--- src/rtl/ysyx_22050039_exctl_pkg.sv ---
// Shared definitions for the execute-stage controller: op encodings, op classes,
// FSM states, trap codes and MDU operation codes.
package ysyx_22050039_exctl_pkg;

    localparam int FUNC_LEN = 5;
    localparam int MDU_OP_W = 3;

    localparam logic [FUNC_LEN-1:0] FN_ADD    = 5'd1;
    localparam logic [FUNC_LEN-1:0] FN_ADDI   = 5'd2;
    localparam logic [FUNC_LEN-1:0] FN_SUB    = 5'd3;
    localparam logic [FUNC_LEN-1:0] FN_AND    = 5'd4;
    localparam logic [FUNC_LEN-1:0] FN_OR     = 5'd5;
    localparam logic [FUNC_LEN-1:0] FN_XOR    = 5'd6;
    localparam logic [FUNC_LEN-1:0] FN_SLL    = 5'd7;
    localparam logic [FUNC_LEN-1:0] FN_SRL    = 5'd8;
    localparam logic [FUNC_LEN-1:0] FN_LUI    = 5'd9;
    localparam logic [FUNC_LEN-1:0] FN_AUIPC  = 5'd10;
    localparam logic [FUNC_LEN-1:0] FN_JAL    = 5'd11;
    localparam logic [FUNC_LEN-1:0] FN_JALR   = 5'd12;
    localparam logic [FUNC_LEN-1:0] FN_MUL    = 5'd16;
    localparam logic [FUNC_LEN-1:0] FN_MULH   = 5'd17;
    localparam logic [FUNC_LEN-1:0] FN_DIV    = 5'd18;
    localparam logic [FUNC_LEN-1:0] FN_DIVU   = 5'd19;
    localparam logic [FUNC_LEN-1:0] FN_REM    = 5'd20;
    localparam logic [FUNC_LEN-1:0] FN_REMU   = 5'd21;
    localparam logic [FUNC_LEN-1:0] FN_EBREAK = 5'd31;

    typedef enum logic [2:0] {
        CLS_SINGLE,
        CLS_MDU,
        CLS_JUMP,
        CLS_EBREAK,
        CLS_INVALID
    } opclass_e;

    typedef enum logic [2:0] {
        ST_IDLE,
        ST_EXEC,
        ST_MDU,
        ST_DONE,
        ST_HALT
    } state_e;

    localparam logic [1:0] TRAP_NONE    = 2'd0;
    localparam logic [1:0] TRAP_EBREAK  = 2'd1;
    localparam logic [1:0] TRAP_INVALID = 2'd2;
    localparam logic [1:0] TRAP_TIMEOUT = 2'd3;

    localparam logic [MDU_OP_W-1:0] MDU_MUL  = 3'd0;
    localparam logic [MDU_OP_W-1:0] MDU_MULH = 3'd1;
    localparam logic [MDU_OP_W-1:0] MDU_DIV  = 3'd4;
    localparam logic [MDU_OP_W-1:0] MDU_DIVU = 3'd5;
    localparam logic [MDU_OP_W-1:0] MDU_REM  = 3'd6;
    localparam logic [MDU_OP_W-1:0] MDU_REMU = 3'd7;

endpackage

--- src/rtl/ysyx_22050039_exctl_if.sv ---
// Exctl bus: decode handshake, EXU/MDU side channels and writeback handshake.
// slave = controller side, master = surrounding pipeline / environment.
interface ysyx_22050039_exctl_if #(
    parameter int XLEN = 64
);
    import ysyx_22050039_exctl_pkg::*;

    logic                in_valid;
    logic                in_ready;
    logic [FUNC_LEN-1:0] in_func;
    logic [XLEN-1:0]     in_src1;
    logic [XLEN-1:0]     in_src2;
    logic [XLEN-1:0]     in_pc;
    logic [4:0]          in_rd;

    logic [FUNC_LEN-1:0] exu_func;
    logic [XLEN-1:0]     exu_src1;
    logic [XLEN-1:0]     exu_src2;
    logic [XLEN-1:0]     exu_pc;
    logic [XLEN-1:0]     exu_result;
    logic [XLEN-1:0]     exu_dnpc;

    logic                mdu_start;
    logic [MDU_OP_W-1:0] mdu_op;
    logic                mdu_done;
    logic [XLEN-1:0]     mdu_result;

    logic                out_valid;
    logic                out_ready;
    logic [XLEN-1:0]     out_result;
    logic [XLEN-1:0]     out_dnpc;
    logic [4:0]          out_rd;
    logic                out_jump;
    logic                halt;
    logic [1:0]          trap_code;

    modport slave (
        input  in_valid, in_func, in_src1, in_src2, in_pc, in_rd,
        input  exu_result, exu_dnpc, mdu_done, mdu_result, out_ready,
        output in_ready, exu_func, exu_src1, exu_src2, exu_pc,
        output mdu_start, mdu_op,
        output out_valid, out_result, out_dnpc, out_rd, out_jump, halt, trap_code
    );

    modport master (
        output in_valid, in_func, in_src1, in_src2, in_pc, in_rd,
        output exu_result, exu_dnpc, mdu_done, mdu_result, out_ready,
        input  in_ready, exu_func, exu_src1, exu_src2, exu_pc,
        input  mdu_start, mdu_op,
        input  out_valid, out_result, out_dnpc, out_rd, out_jump, halt, trap_code
    );

endinterface

--- src/rtl/ysyx_22050039_opclass.sv ---
// Op-class decoder: func -> single/mdu/jump/ebreak/invalid plus MDU op code.
// Mul/div funcs decode as MDU only when YSYX_22050039_MULDIV_EN is defined.
module ysyx_22050039_opclass
    import ysyx_22050039_exctl_pkg::*;
(
    input  logic [FUNC_LEN-1:0] func_i,
    output opclass_e            cls_o,
    output logic [MDU_OP_W-1:0] mdu_op_o
);

    always_comb begin
        cls_o    = CLS_INVALID;
        mdu_op_o = MDU_MUL;
        case (func_i)
            FN_ADD, FN_ADDI, FN_SUB, FN_AND, FN_OR, FN_XOR,
            FN_SLL, FN_SRL, FN_LUI, FN_AUIPC: cls_o = CLS_SINGLE;
            FN_JAL, FN_JALR:                  cls_o = CLS_JUMP;
            FN_EBREAK:                        cls_o = CLS_EBREAK;
`ifdef YSYX_22050039_MULDIV_EN
            FN_MUL:  begin cls_o = CLS_MDU; mdu_op_o = MDU_MUL;  end
            FN_MULH: begin cls_o = CLS_MDU; mdu_op_o = MDU_MULH; end
            FN_DIV:  begin cls_o = CLS_MDU; mdu_op_o = MDU_DIV;  end
            FN_DIVU: begin cls_o = CLS_MDU; mdu_op_o = MDU_DIVU; end
            FN_REM:  begin cls_o = CLS_MDU; mdu_op_o = MDU_REM;  end
            FN_REMU: begin cls_o = CLS_MDU; mdu_op_o = MDU_REMU; end
`endif
            default: ;
        endcase
    end

endmodule

--- src/rtl/ysyx_22050039_exctl.sv ---
// Execute-stage controller: accepts decoded ops, sequences EXU / MDU, delivers writeback.
// Optional MDU path enabled by YSYX_22050039_MULDIV_EN (otherwise mul/div trap as invalid).
module ysyx_22050039_exctl
    import ysyx_22050039_exctl_pkg::*;
#(
    parameter int XLEN        = 64,
    parameter int MDU_TIMEOUT = 127
) (
    input logic                  clk,
    input logic                  rst,
    ysyx_22050039_exctl_if.slave bus
);

    state_e              state_q;
    logic [FUNC_LEN-1:0] func_q;
    logic [XLEN-1:0]     src1_q, src2_q, pc_q;
    logic [4:0]          rd_q;
    logic                jump_q;

    logic                out_valid_q, out_jump_q, halt_q;
    logic [XLEN-1:0]     out_result_q, out_dnpc_q;
    logic [4:0]          out_rd_q;
    logic [1:0]          trap_q;

    opclass_e            dec_cls;
    logic [MDU_OP_W-1:0] dec_mdu_op;
    state_e              disp_state;
    logic [1:0]          disp_trap;
    logic                in_ready;
    logic                accept;

    ysyx_22050039_opclass u_opclass (
        .func_i   (bus.in_func),
        .cls_o    (dec_cls),
        .mdu_op_o (dec_mdu_op)
    );

    // Ready in DONE depends on out_ready so a new op can enter in the transfer cycle.
    assign in_ready = ~rst & ((state_q == ST_IDLE) | ((state_q == ST_DONE) & bus.out_ready));
    assign accept   = bus.in_valid & in_ready;

    always_comb begin
        disp_state = ST_EXEC;
        disp_trap  = TRAP_INVALID;
        case (dec_cls)
            CLS_EBREAK: begin
                disp_state = ST_HALT;
                disp_trap  = TRAP_EBREAK;
            end
            CLS_INVALID: disp_state = ST_HALT;
`ifdef YSYX_22050039_MULDIV_EN
            CLS_MDU:     disp_state = ST_MDU;
`endif
            default: ;
        endcase
    end

`ifdef YSYX_22050039_MULDIV_EN
    localparam int WD_W = $clog2(MDU_TIMEOUT + 1);
    logic                mdu_start_q;
    logic [MDU_OP_W-1:0] mdu_op_q;
    logic [WD_W-1:0]     wdog_q;

    assign bus.mdu_start = mdu_start_q;
    assign bus.mdu_op    = mdu_op_q;
`else
    logic unused_mdu;
    assign unused_mdu    = ^{bus.mdu_done, bus.mdu_result, dec_mdu_op, 32'(MDU_TIMEOUT)};
    assign bus.mdu_start = 1'b0;
    assign bus.mdu_op    = '0;
`endif

    always_ff @(posedge clk) begin
        if (rst) begin
            state_q      <= ST_IDLE;
            func_q       <= '0;
            src1_q       <= '0;
            src2_q       <= '0;
            pc_q         <= '0;
            rd_q         <= '0;
            jump_q       <= 1'b0;
            out_valid_q  <= 1'b0;
            out_result_q <= '0;
            out_dnpc_q   <= '0;
            out_rd_q     <= '0;
            out_jump_q   <= 1'b0;
            halt_q       <= 1'b0;
            trap_q       <= TRAP_NONE;
`ifdef YSYX_22050039_MULDIV_EN
            mdu_start_q  <= 1'b0;
            mdu_op_q     <= '0;
            wdog_q       <= '0;
`endif
        end else begin
`ifdef YSYX_22050039_MULDIV_EN
            mdu_start_q <= 1'b0;
`endif
            case (state_q)
                ST_IDLE: ;
                ST_EXEC: begin
                    out_valid_q  <= 1'b1;
                    out_result_q <= bus.exu_result;
                    out_dnpc_q   <= jump_q ? bus.exu_dnpc : '0;
                    out_jump_q   <= jump_q;
                    out_rd_q     <= rd_q;
                    state_q      <= ST_DONE;
                end
`ifdef YSYX_22050039_MULDIV_EN
                // Done is checked first so it wins over a simultaneous timeout.
                ST_MDU: begin
                    if (bus.mdu_done) begin
                        out_valid_q  <= 1'b1;
                        out_result_q <= bus.mdu_result;
                        out_dnpc_q   <= '0;
                        out_jump_q   <= 1'b0;
                        out_rd_q     <= rd_q;
                        state_q      <= ST_DONE;
                    end else if (wdog_q == WD_W'(MDU_TIMEOUT - 1)) begin
                        halt_q  <= 1'b1;
                        trap_q  <= TRAP_TIMEOUT;
                        state_q <= ST_HALT;
                    end else begin
                        wdog_q <= wdog_q + 1'b1;
                    end
                end
`endif
                ST_DONE: begin
                    if (bus.out_ready) begin
                        out_valid_q <= 1'b0;
                        state_q     <= ST_IDLE;
                    end
                end
                ST_HALT: ;
                default: state_q <= ST_IDLE;
            endcase

            // Accept overrides the transition above (covers the DONE back-to-back case).
            if (accept) begin
                func_q  <= bus.in_func;
                src1_q  <= bus.in_src1;
                src2_q  <= bus.in_src2;
                pc_q    <= bus.in_pc;
                rd_q    <= bus.in_rd;
                jump_q  <= (dec_cls == CLS_JUMP);
                state_q <= disp_state;
                if (disp_state == ST_HALT) begin
                    halt_q <= 1'b1;
                    trap_q <= disp_trap;
                end
`ifdef YSYX_22050039_MULDIV_EN
                if (disp_state == ST_MDU) begin
                    mdu_start_q <= 1'b1;
                    mdu_op_q    <= dec_mdu_op;
                    wdog_q      <= '0;
                end
`endif
            end
        end
    end

    assign bus.in_ready   = in_ready;
    assign bus.exu_func   = func_q;
    assign bus.exu_src1   = src1_q;
    assign bus.exu_src2   = src2_q;
    assign bus.exu_pc     = pc_q;
    assign bus.out_valid  = out_valid_q;
    assign bus.out_result = out_result_q;
    assign bus.out_dnpc   = out_dnpc_q;
    assign bus.out_rd     = out_rd_q;
    assign bus.out_jump   = out_jump_q;
    assign bus.halt       = halt_q;
    assign bus.trap_code  = trap_q;

endmodule

--- src/flat_wrapper.sv ---
// flat-port wrapper written by rule: the top's interface ports become plain ports
module ysyx_22050039_exctl_flat import ysyx_22050039_exctl_pkg::*;
#(
    parameter int XLEN        = 64,
    parameter int MDU_TIMEOUT = 127
)
  (clk, rst, bus_in_valid, bus_in_func, bus_in_src1, bus_in_src2, bus_in_pc, bus_in_rd, bus_exu_result, bus_exu_dnpc, bus_mdu_done, bus_mdu_result, bus_out_ready, bus_in_ready, bus_exu_func, bus_exu_src1, bus_exu_src2, bus_exu_pc, bus_mdu_start, bus_mdu_op, bus_out_valid, bus_out_result, bus_out_dnpc, bus_out_rd, bus_out_jump, bus_halt, bus_trap_code);
  ysyx_22050039_exctl_if #(.XLEN(XLEN)) bus_i ();
  input logic clk;
  input logic rst;
  input wire logic [$bits(bus_i.in_valid)-1:0] bus_in_valid;
  input wire logic [$bits(bus_i.in_func)-1:0] bus_in_func;
  input wire logic [$bits(bus_i.in_src1)-1:0] bus_in_src1;
  input wire logic [$bits(bus_i.in_src2)-1:0] bus_in_src2;
  input wire logic [$bits(bus_i.in_pc)-1:0] bus_in_pc;
  input wire logic [$bits(bus_i.in_rd)-1:0] bus_in_rd;
  input wire logic [$bits(bus_i.exu_result)-1:0] bus_exu_result;
  input wire logic [$bits(bus_i.exu_dnpc)-1:0] bus_exu_dnpc;
  input wire logic [$bits(bus_i.mdu_done)-1:0] bus_mdu_done;
  input wire logic [$bits(bus_i.mdu_result)-1:0] bus_mdu_result;
  input wire logic [$bits(bus_i.out_ready)-1:0] bus_out_ready;
  output wire logic [$bits(bus_i.in_ready)-1:0] bus_in_ready;
  output wire logic [$bits(bus_i.exu_func)-1:0] bus_exu_func;
  output wire logic [$bits(bus_i.exu_src1)-1:0] bus_exu_src1;
  output wire logic [$bits(bus_i.exu_src2)-1:0] bus_exu_src2;
  output wire logic [$bits(bus_i.exu_pc)-1:0] bus_exu_pc;
  output wire logic [$bits(bus_i.mdu_start)-1:0] bus_mdu_start;
  output wire logic [$bits(bus_i.mdu_op)-1:0] bus_mdu_op;
  output wire logic [$bits(bus_i.out_valid)-1:0] bus_out_valid;
  output wire logic [$bits(bus_i.out_result)-1:0] bus_out_result;
  output wire logic [$bits(bus_i.out_dnpc)-1:0] bus_out_dnpc;
  output wire logic [$bits(bus_i.out_rd)-1:0] bus_out_rd;
  output wire logic [$bits(bus_i.out_jump)-1:0] bus_out_jump;
  output wire logic [$bits(bus_i.halt)-1:0] bus_halt;
  output wire logic [$bits(bus_i.trap_code)-1:0] bus_trap_code;
  assign bus_i.in_valid = bus_in_valid;
  assign bus_i.in_func = bus_in_func;
  assign bus_i.in_src1 = bus_in_src1;
  assign bus_i.in_src2 = bus_in_src2;
  assign bus_i.in_pc = bus_in_pc;
  assign bus_i.in_rd = bus_in_rd;
  assign bus_i.exu_result = bus_exu_result;
  assign bus_i.exu_dnpc = bus_exu_dnpc;
  assign bus_i.mdu_done = bus_mdu_done;
  assign bus_i.mdu_result = bus_mdu_result;
  assign bus_i.out_ready = bus_out_ready;
  assign bus_in_ready = bus_i.in_ready;
  assign bus_exu_func = bus_i.exu_func;
  assign bus_exu_src1 = bus_i.exu_src1;
  assign bus_exu_src2 = bus_i.exu_src2;
  assign bus_exu_pc = bus_i.exu_pc;
  assign bus_mdu_start = bus_i.mdu_start;
  assign bus_mdu_op = bus_i.mdu_op;
  assign bus_out_valid = bus_i.out_valid;
  assign bus_out_result = bus_i.out_result;
  assign bus_out_dnpc = bus_i.out_dnpc;
  assign bus_out_rd = bus_i.out_rd;
  assign bus_out_jump = bus_i.out_jump;
  assign bus_halt = bus_i.halt;
  assign bus_trap_code = bus_i.trap_code;
  ysyx_22050039_exctl #(.XLEN(XLEN), .MDU_TIMEOUT(MDU_TIMEOUT)) u_core (.clk(clk), .rst(rst), .bus(bus_i));
endmodule
--- config.mk ---
export PLATFORM = sky130hd
export DESIGN_NAME = ysyx_22050039_exctl_flat
export DESIGN_NICKNAME = d
export VERILOG_FILES = /design/src/rtl/ysyx_22050039_exctl_pkg.sv /design/src/rtl/ysyx_22050039_exctl_if.sv /design/src/rtl/ysyx_22050039_opclass.sv /design/src/rtl/ysyx_22050039_exctl.sv /design/src/flat_wrapper.sv
export SDC_FILE = /design/constraint.sdc
export NUM_CORES = 1
export LEC_CHECK = 0
export CORE_AREA = 4 4 284 286
export CTS_BUF_LIST = sky130_fd_sc_hd__clkbuf_4 sky130_fd_sc_hd__clkbuf_8
export DETAILED_ROUTE_END_ITERATION = 8
export DIE_AREA = 0 0 288 290
export GPL_TIMING_DRIVEN = 0
export MAX_ROUTING_LAYER = met4
export PLACE_DENSITY = 0.51
export SYNTH_ARGS = -nofsm -noshare
export SYNTH_HDL_FRONTEND = slang
export SYNTH_HIERARCHICAL = 1
export SYNTH_SLANG_ARGS = --single-unit
export TNS_END_PERCENT = 30
--- constraint.sdc ---
create_clock -name clk -period 3.5 [get_ports clk]
set_input_delay 0.7 -clock clk [delete_from_list [all_inputs] [get_ports clk]]
set_output_delay 0.7 -clock clk [all_outputs]
set_load 0.05 [all_outputs]
==> results of run 1 <==
[final cells by class]
cell class	count	area (um2)	area share (%)
clock buffers	108	1349	6.096
multi-input cells	1059	5092	23.02
repair buffers	669	6696	30.27
plain buffers	124	663.1	2.997
clock inverters	10	93.84	0.4241
diodes	12	30.03	0.1357
flip-flops and latches	344	6887	31.13
well taps	1050	1314	5.938
[report_power, final]
group	switching, W	leakage [nW]	internal (W)
clock network	0.00184	0.764	0.00252
logic	0.00156	5.02	0.000960
registers	0.000138	2.81	0.00418
[state kept, by name, summed over array words and instances, names as in the netlist]
name	count
u_core/bus.exu_pc	64
u_core/bus.exu_src1	64
u_core/bus.exu_src2	64
u_core/bus.out_dnpc	64
u_core/bus.out_result	64
u_core/bus.exu_func	5
u_core/bus.out_rd	5
u_core/rd_q	5
u_core/state_q	3
u_core/bus.trap_code	2
u_core/bus.halt	1
u_core/bus.out_jump	1
u_core/bus.out_valid	1
u_core/jump_q	1
[through the flow]
stage | power [W] | utilization [%] | worst slack [ps]
floorplan | 0.005773 | - | 1497
CTS | 0.01145 | 28.20 | 357.1
finish | 0.01121 | 28.24 | 392.8
global route | 0.01173 | 28.23 | 299.3
global placement | 0.006950 | 26.36 | 173.9
detailed placement | 0.006947 | 26.36 | 114.2
[worst max-delay path: cells and delay by family]
kind	cells	cell delay, ps
buffers and inverters	2	1320
AND/OR/NAND/NOR	1	230
AO/OA/AOI/OAI	1	160
[worst paths after layout]
check,from,endpoint,cells past startpoint
setup / recovery,rst,bus_in_ready,4
setup reg to reg,u_core/state_q[1]$_SDFFE_PP0P_,u_core/bus.exu_src1[10]$_SDFFE_PP0P_,6
hold / removal,u_core/bus.out_dnpc[59]$_SDFFE_PP0P_,u_core/bus.out_dnpc[59]$_SDFFE_PP0P_,2
hold reg to reg,u_core/bus.out_dnpc[59]$_SDFFE_PP0P_,u_core/bus.out_dnpc[59]$_SDFFE_PP0P_,2
[routing by layer]
metal / global-route usage [%] / share of wire, % / vias to the layer above
met1: 16.16 / 42 / 5905
met4: 4.568 / 2.8 / 0
met3: 4.399 / 7.4 / 106
li1: - / - / 6476
met5: - / 0 / -
met2: 23.02 / 48 / 402
==> flow_summary.ini, run 1 <==
[floorplanning]
die_area_um2 = 83520
io_pins = 739
start_util_pct = 16.12
fp-row-count = 103
die_h_um = 290
core_um2 = 78360
die_x_um = 288

[global_route]
grt_use_total_pct = 13.99
grt_pass1_vias = 12930
antenna_found_initial = 13
grt_max_degree = 11
grt_pass1_wl_um = 85660
grt-ovfl-total = 0

[timing]
setup_tns_ps = 0
finalCriticalPeriod_ps = 3107
setup_viol = 0
clock_skew_ps = 26.03
post-route-period-util_pct = 88.78
finalHoldViolations = 0
relSlewSlack_pct = 32.79
max_freq_mhz = 321.8
hold_slack_ps = 448.0
final_max_slew_viol_count = 0
grt_setup_unrepaired = no
max_slew.worst_pin.slew_ps = 1008

[clock_network]
hold_buffers = 0
cts_max_path_buffers = 3
postCtsSetupRepairBufs = 0
cts-buffers-inserted = 69
cts-resized-gates = 0
worst_skew_pair.late_latency_ps = 610
cts_tree = yes
root_buffer = clkbuf_8
clkSlewWorstSetupHoldPaths_ps = 60
htreeDepth = 3
clock-sinks = 344

[pwr]
leakagePower_nw = 8.596
irDropWorstVdd_uv = 229.1
p_per_area_nw_per_um2 = 506.5

[layout]
fin_area_um2 = 22130
fillers = 8604
layout_common_cells = clkdlybuf4s50_1, nand2_1, dfxtp_1
area_growth_pct = 75.17
finalNonFillerCells = 3376
layout-drive-gt1-share_pct = 8.254
fin_nets = 2666
layout_commonest_cell = clkdlybuf4s50_1

[critical_path]
rrSetupSlack_ps = 1410
crit_path_frequent_cell = clkdlybuf4s50_1
worstSetupEndpointType = output port
cp.arrival_ps = 2410
worst-path-max-fanout = 4
start_kind = input pin
critPathRequiredTime_ps = 2800
cpPeakStageDelay_ps = 830
slowest_stage = clkdlybuf4s50_1
path_cells = clkdlybuf4s50_1 > nor2_1 > o21a_1 > clkdlybuf4s50_1
criticalPathCategory = input pin to output port

[placement]
place_congestion = 0.8157
placed_area_um2 = 20650
portBuffers = 669
hpwl_um = 45860
dp_cells = 3246

[detailed_routing]
vias = 12890
drtAntennaViolNets = 0
vias_per_cell = 3.818
wl_per_cell_um = 17.63
drc_errors = 0
wl_um = 59530
dr.first_iter.drc_count = 526
dr.pass1.iters = 4

[yosys]
netlist_area_um2 = 12630
yosys_warnings = 6
synth_cells = 1524
avgSynthCellArea_um2 = 8.288

[hold_path]
hp-class = flip-flop to flip-flop

[status]
outcome = complete, no violations

[job]
maxCapViolCount = 0
(Power assumes the default switching activity.)
==> run 2: changes to the inputs <==
--- a/config.mk
+++ b/config.mk
@@ -5,13 +5,13 @@
 export SDC_FILE = /design/constraint.sdc
 export NUM_CORES = 1
 export LEC_CHECK = 0
-export CORE_AREA = 4 4 284 286
-export CTS_BUF_LIST = sky130_fd_sc_hd__clkbuf_4 sky130_fd_sc_hd__clkbuf_8
+export CORE_AREA = 4 4 287 289
+export CTS_BUF_LIST = sky130_fd_sc_hd__clkbuf_16
 export DETAILED_ROUTE_END_ITERATION = 8
-export DIE_AREA = 0 0 288 290
+export DIE_AREA = 0 0 291 293
 export GPL_TIMING_DRIVEN = 0
 export MAX_ROUTING_LAYER = met4
-export PLACE_DENSITY = 0.51
+export PLACE_DENSITY = 0.5
 export SYNTH_ARGS = -nofsm -noshare
 export SYNTH_HDL_FRONTEND = slang
 export SYNTH_HIERARCHICAL = 1
==> run 2 against run 1 <==
- final cell count fell by 1.1%
- maximum frequency is 0.19% higher
- sequential share of layout area is 0.20 points higher
- clock-buffer cell count down 65
- worst setup slack better by 6.0 ps
- critical path type unchanged
- largest cell class unchanged
- highest routed layer unchanged
==> flow_summary.ini, run 2 (same netlist as run 1, synthesis figures left out) <==
[status]
outcome = complete, no violations

[pwr]
p_per_area_nw_per_um2 = 504.6
swShare_pct = 31.66
p_int_w = 0.007581
p_comb_share_pct = 22.8
leakagePower_nw = 8.502
seqPwrFrac_pct = 38.9
p_sw_w = 0.003512
irDropWorstVdd_uv = 314.9
clkPwrFrac_pct = 38.2

[floorplanning]
io_pins = 739
fp-row-count = 104
die_area_um2 = 85260
die_x_um = 291
core_um2 = 79900
die_h_um = 293
start_util_pct = 15.81

[layout]
fillers = 8645
finalNonFillerCells = 3338
area_growth_pct = 74.06
layout_common_cells = clkdlybuf4s50_1, nand2_1, dfxtp_1
layout-drive-gt1-share_pct = 5.546
utilization_pct = 27.52
layout_commonest_cell = clkdlybuf4s50_1
fin_nets = 2640

[timing]
finalCriticalPeriod_ps = 3101
clock_skew_ps = 15.98
setup_tns_ps = 0
setup_viol = 0
final_max_slew_viol_count = 0
layout_setup_ws_ps = 398.8
max_slew.worst_pin.slew_ps = 1154
finalHoldViolations = 0
grt_setup_unrepaired = no
relSlewSlack_pct = 23.06
max_freq_mhz = 322.5
post-route-period-util_pct = 88.61

[detailed_routing]
drc_errors = 0
dr.first_iter.drc_count = 526
vias_per_cell = 3.819
dr.pass1.iters = 5
drtAntennaViolNets = 0
vias = 12750
wl_per_cell_um = 18.10
wl_um = 60410

[hold_path]
hold_depth = 2
hp-class = flip-flop to flip-flop

[global_route]
grt_pass1_wl_um = 86690
grt_pass1_vias = 12930
antenna_found_initial = 8
grt_max_degree = 12
grt_use_total_pct = 13.78
grt-ovfl-total = 0

[job]
maxCapViolCount = 0

[clock_network]
clock-sinks = 344
cts-resized-gates = 0
htreeDepth = 2
clkSlewWorstSetupHoldPaths_ps = 60
cts_max_path_buffers = 3
cts-buffers-inserted = 43
hold_buffers = 0
worst_skew_pair.late_latency_ps = 550
postCtsSetupRepairBufs = 0
cts_tree = yes
root_buffer = clkbuf_16

[placement]
place_ws_ps = 219.3
dp_cells = 3256
portBuffers = 669
place_congestion = 0.8334
hpwl_um = 46870

[critical_path]
worstSetupEndpointType = output port
cp.arrival_ps = 2400
start_kind = input pin
criticalPathCategory = input pin to output port
reg2reg_depth = 6
worst-path-max-fanout = 4
critPathRequiredTime_ps = 2800
## run 2: metrics by stage
step	power, W	hold WS, ps	area [um2]
after floorplan	0.005773	431.9	12640
after global placement	0.006964	438.2	20660
after detailed placement	0.006961	443.6	20660
after CTS	0.01133	451.5	21970
after global routing	0.01160	462.3	21980
final	0.01109	448.6	21980
## run 2: critical path, stage by stage
cell and delay, ps:
clkdlybuf4s50_1 490, nor2_1 220, o21a_1 160, clkdlybuf4s50_1 830
## run 2: power groups by stage
| stage | clock network (W) | logic [W] | registers [W] |
|---|---|---|---|
| after floorplan | 0 | 0.000515 | 0.00526 |
| after global placement | 0 | 0.00257 | 0.00440 |
| after detailed placement | 0 | 0.00256 | 0.00440 |
| after CTS | 0.00444 | 0.00257 | 0.00432 |
| after global routing | 0.00457 | 0.00268 | 0.00435 |
| final | 0.00424 | 0.00253 | 0.00432 |
## run 2: final cells by class
| type | instances | area [um2] | share of cell area, % |
|---|---|---|---|
| clock inverters | 33 | 229.0 | 1.041 |
| plain buffers | 124 | 663.1 | 3.016 |
| flip-flops and latches | 344 | 6887 | 31.32 |
| clock buffers | 43 | 1076 | 4.894 |
| multi-input cells | 1059 | 5092 | 23.16 |
| well taps | 1060 | 1326 | 6.033 |
| repair buffers | 669 | 6696 | 30.46 |
| diodes | 6 | 15.01 | 0.06829 |
## run 2: layer usage
| metal | share of wire, % | track usage [%] | up-vias |
|---|---|---|---|
| met2 | 48 | 23.00 | 373 |
| met1 | 43 | 16.66 | 5893 |
| met3 | 5.8 | 3.114 | 75 |
| met4 | 2.6 | 4.154 | 0 |
| met5 | 0 | - | - |
| li1 | - | - | 6406 |
## run 2: path summary, 6_finish.rpt
check,startpoint,slack (ps),to
worst min-delay path,u_core/bus.out_dnpc[51]$_SDFFE_PP0P_,450,u_core/bus.out_dnpc[51]$_SDFFE_PP0P_
worst max-delay path,rst,400,bus_in_ready
worst min register to register,u_core/bus.out_dnpc[51]$_SDFFE_PP0P_,450,u_core/bus.out_dnpc[51]$_SDFFE_PP0P_
worst max register to register,u_core/state_q[1]$_SDFFE_PP0P_,1420,u_core/bus.exu_src1[19]$_SDFFE_PP0P_
